**config.mk**
```make
export PLATFORM = sky130hd
export DESIGN_NAME = ecg_boxcar_filter_axis
export DESIGN_NICKNAME = d
export VERILOG_FILES = /design/src/rtl/ecg_boxcar_filter_axis.sv
export SDC_FILE = /design/constraint.sdc
export NUM_CORES = 1
export LEC_CHECK = 0
export CORE_AREA = 2 2 126 128
export CTS_CLUSTER_DIAMETER = 30
export DETAILED_ROUTE_END_ITERATION = 12
export DIE_AREA = 0 0 128 130
export GPL_ROUTABILITY_DRIVEN = 0
export PLACE_DENSITY = 0.72
export SLEW_MARGIN = 20
export SYNTH_ARGS = -nofsm -noshare
export SYNTH_HDL_FRONTEND = slang
export SYNTH_SLANG_ARGS = --single-unit
```
**constraint.sdc**
```tcl
create_clock -name clk -period 5 [get_ports clk]
set_input_delay 1.5 -clock clk [delete_from_list [all_inputs] [get_ports clk]]
set_output_delay 1.5 -clock clk [all_outputs]
set_load 0.1 [all_outputs]
```
**src/rtl/ecg_boxcar_filter_axis.sv**
```systemverilog
// Moving-average (boxcar) low-pass filter for the ECG channel, AXI4-Stream in/out.
// Keeps a running sum over the last 2**LOG2_TAPS samples and emits its floor average.
module ecg_boxcar_filter_axis #(
    parameter int LOG2_TAPS = 3,
    parameter bit PRIME     = 1'b0
) (
    input  logic               clk,
    input  logic               rst_n,
    input  logic signed [15:0] s_axis_tdata,
    input  logic               s_axis_tvalid,
    output logic               s_axis_tready,
    output logic signed [15:0] m_axis_tdata,
    output logic               m_axis_tvalid,
    input  logic               m_axis_tready
);

    localparam int N  = 1 << LOG2_TAPS;
    localparam int AW = 16 + LOG2_TAPS;
    localparam logic [LOG2_TAPS-1:0] LAST = LOG2_TAPS'(N - 1);

    logic signed [15:0]   line_q [N];
    logic [LOG2_TAPS-1:0] wptr;
    logic [LOG2_TAPS-1:0] fcnt;
    logic signed [AW-1:0] acc;
    logic signed [AW-1:0] acc_next;
    logic signed [15:0]   avg_next;
    logic                 accept;
    logic                 emit;

    assign s_axis_tready = !m_axis_tvalid || m_axis_tready;
    assign accept        = s_axis_tvalid && s_axis_tready;
    assign emit          = accept && (!PRIME || fcnt == LAST);

    // Sum of the window after this sample: add the newest, drop the one it overwrites.
    assign acc_next = acc + AW'(s_axis_tdata) - AW'(line_q[wptr]);
    assign avg_next = 16'(acc_next >>> LOG2_TAPS);

    always_ff @(posedge clk or negedge rst_n) begin
        if (!rst_n) begin
            for (int i = 0; i < N; i++) begin
                line_q[i] <= '0;
            end
            wptr          <= '0;
            fcnt          <= '0;
            acc           <= '0;
            m_axis_tdata  <= '0;
            m_axis_tvalid <= 1'b0;
        end else begin
            if (accept) begin
                line_q[wptr] <= s_axis_tdata;
                acc          <= acc_next;
                wptr         <= wptr + LOG2_TAPS'(1);
                if (fcnt != LAST) begin
                    fcnt <= fcnt + LOG2_TAPS'(1);
                end
            end
            if (emit) begin
                m_axis_tdata  <= avg_next;
                m_axis_tvalid <= 1'b1;
            end else if (m_axis_tready) begin
                m_axis_tvalid <= 1'b0;
            end
        end
    end

endmodule

```
==> results <==
-- cell type report --
class / instances / area, um^2 / area share [%]
Multi-Input combinational cell: 479 / 3840 / 41.7
Clock buffer: 22 / 464 / 5.04
Clock inverter: 9 / 125 / 1.36
Timing Repair Buffer: 54 / 522 / 5.67
Sequential cell: 151 / 3780 / 41.1
Inverter: 62 / 233 / 2.53
Tap cell: 192 / 240 / 2.61
-- stage by stage --
step,std cells,utilization [%],cell area [um^2],setup WS [ns]
6_report,969,59.7,9200,0.696
5_1_grt,969,59.7,9200,0.456
4_1_cts,969,59.7,9200,0.675
3_5_place_dp,938,55.8,8610,0.489
3_3_place_gp,938,55.8,8610,0.521
2_1_floorplan,748,-,8200,1.26
-- worst max-delay path by stage --
stage                         from  slack (ns)                   to
6_report       wptr[0]$_DFFE_PN0P_        0.70  acc[15]$_DFFE_PN0P_
5_1_grt        wptr[0]$_DFFE_PN0P_        0.46  acc[15]$_DFFE_PN0P_
4_1_cts        wptr[0]$_DFFE_PN0P_        0.68  acc[15]$_DFFE_PN0P_
3_5_place_dp      s_axis_tdata[10]        0.49  acc[15]$_DFFE_PN0P_
3_3_place_gp       s_axis_tdata[4]        0.52  acc[15]$_DFFE_PN0P_
2_1_floorplan      s_axis_tdata[4]        1.26  acc[15]$_DFFE_PN0P_
-- metal layers --
layer	routed length (um)	vias up
li1	-	2617
met1	8340	2801
met2	8370	177
met3	956	26
met4	395	0
met5	0	-
-- flip-flops by register name (all words and copies together) (netlist names) --
name and flops:
wptr 3, acc 19, line_q 128, m_axis_tvalid 1
-- synth_stat cells, types with 6 or more instances --
cell / count / area share [%]
a21o_1: 7 / 0.64
a21oi_1: 10 / 0.61
a31oi_1: 6 / 0.46
buf_2: 10 / 0.61
buf_4: 22 / 2.0
clkbuf_1: 18 / 0.82
dfrtp_1: 151 / 46
fa_1: 18 / 4.4
ha_1: 21 / 3.2
inv_1: 62 / 2.8
mux2_1: 44 / 6.0
mux2_2: 12 / 1.6
mux4_2: 32 / 8.8
nand2_1: 122 / 5.6
nand3_1: 9 / 0.55
nor2_1: 14 / 0.64
o211ai_1: 6 / 0.55
o21ai_0: 11 / 0.67
o21ai_1: 94 / 5.7
xnor2_1: 6 / 0.64
xor2_1: 8 / 0.85
-- critical path, cell delays in order (launching register included) --
cell,delay (ns)
dfrtp_2,0.82
buf_12,0.29
mux4_2,0.55
mux2_2,0.29
fa_1,0.49
inv_1,0.04
ha_1,0.39
a21oi_2,0.26
o22ai_1,0.12
o41ai_1,0.26
nor3b_1,0.31
mux2i_1,0.22
o311ai_1,0.11
-- kinds of logic after synthesis --
logic type               share of synthesized area, %
AND/OR/NAND/NOR                                  9.05
flip-flops                                       46.1
adder cells (fa/ha/maj)                          7.60
multiplexers                                     17.1
XOR/XNOR                                         1.50
AO/OA/AOI/OAI                                    11.6
buffers and inverters                            7.07
==> metrics.txt <==
Max-Slew Margin vs Limit 33.6%; Die Span Y 130 um; Hold Fails Final Rpt 0; DRC Markers 0; post-CTS setup repair buffer count 0; Post-synth ARST share 100%; CP Capture Type flop; min-delay src acc[18]$_DFFE_PN0P_; io pins 38; number of synthesized register bits 151; Tcrit/Tclk final 86.1%; Setup Total Neg Slack 0 ns; GRT Total Usage 23.4%; gr ovfl total 0; syn_nets 807; Hold Path Class reg2reg; critical path data arrival time 4.60 ns; hold_buf cts 0; drt initial violations 469; Total Die Area 16600 um^2; CTS tree built; # setup viols final 0; most common cell after layout, fill and taps aside dfrtp_1; Worst-path clk slew 0.06 ns; post-synth cell types 58; first-pass GRT wire length 29500 um; largest net degree at the start of global routing 103; reg2reg path depth 12; CTS root buf clkbuf_16; worst-path maximum fanout 20; Worst-Skew Late Latency 0.43 ns; met2 Use GR 37.8%; max cap viols 0; clock net sink count 151; post-synthesis sequential area ratio 46.1%; CP startpoint kind flop; Max clock buf depth 2; cells after synthesis 748; share of cells above drive strength 1 13.1%; Die X 128 um; vias in the first global route 5657; detailed placer's ending HPWL 12200 um; Hold Path End acc[18]$_DFFE_PN0P_; row count 46; GR Util met1 32.7%; Routed WL per cell 18.6 um; Slew Limit Fails 0; # H-tree levels 4; Synth-to-Final Area Change 12.3%; reg2reg start wptr[0]$_DFFE_PN0P_; number of flops mapped to enable cells by yosys 0; Post-CTS Resized 0; f_max 0.232 GHz; via count 5621; final setup skew 0.00880 ns; Syn Area/Cell 11.0 um^2; highest-count cells in the layout ignoring fill and taps dfrtp_1 (150), nand2_1 (122), o21ai_1 (94); mapped cell area 8200 um^2; top_reg_cell synth dfrtp_1; Final nets 824; antenna cells 0; Min-Delay Path Depth 1; # fillers 1275; hold slack 0.467 ns; GR peak layer met2; Slew @ Worst Pin 0.993 ns; WS Path Type reg2reg; Placeable Area 15400 um^2; yosys warns 0; total length of routed wires 18100 um; CTS Buf Count 17; antenna violations before repair 0; Final ANT Viol Nets 0; Req. time, crit path 5.30 ns; vias per cell 5.80; port bufs 37; status completed; post-route minimum period 4.30 ns; met3 Use GR 3.81%; RSZ-0062 raised after global routing no; R2R Path End acc[15]$_DFFE_PN0P_; flop2flop setup slack 0.70 ns; DR pass1 iterations 5; Initial Utilization 53.1%
Power of run 1 is left out: the tool's default activity adds up to more than one toggle a clock period on the data nets, which glitch-free logic cannot reach.
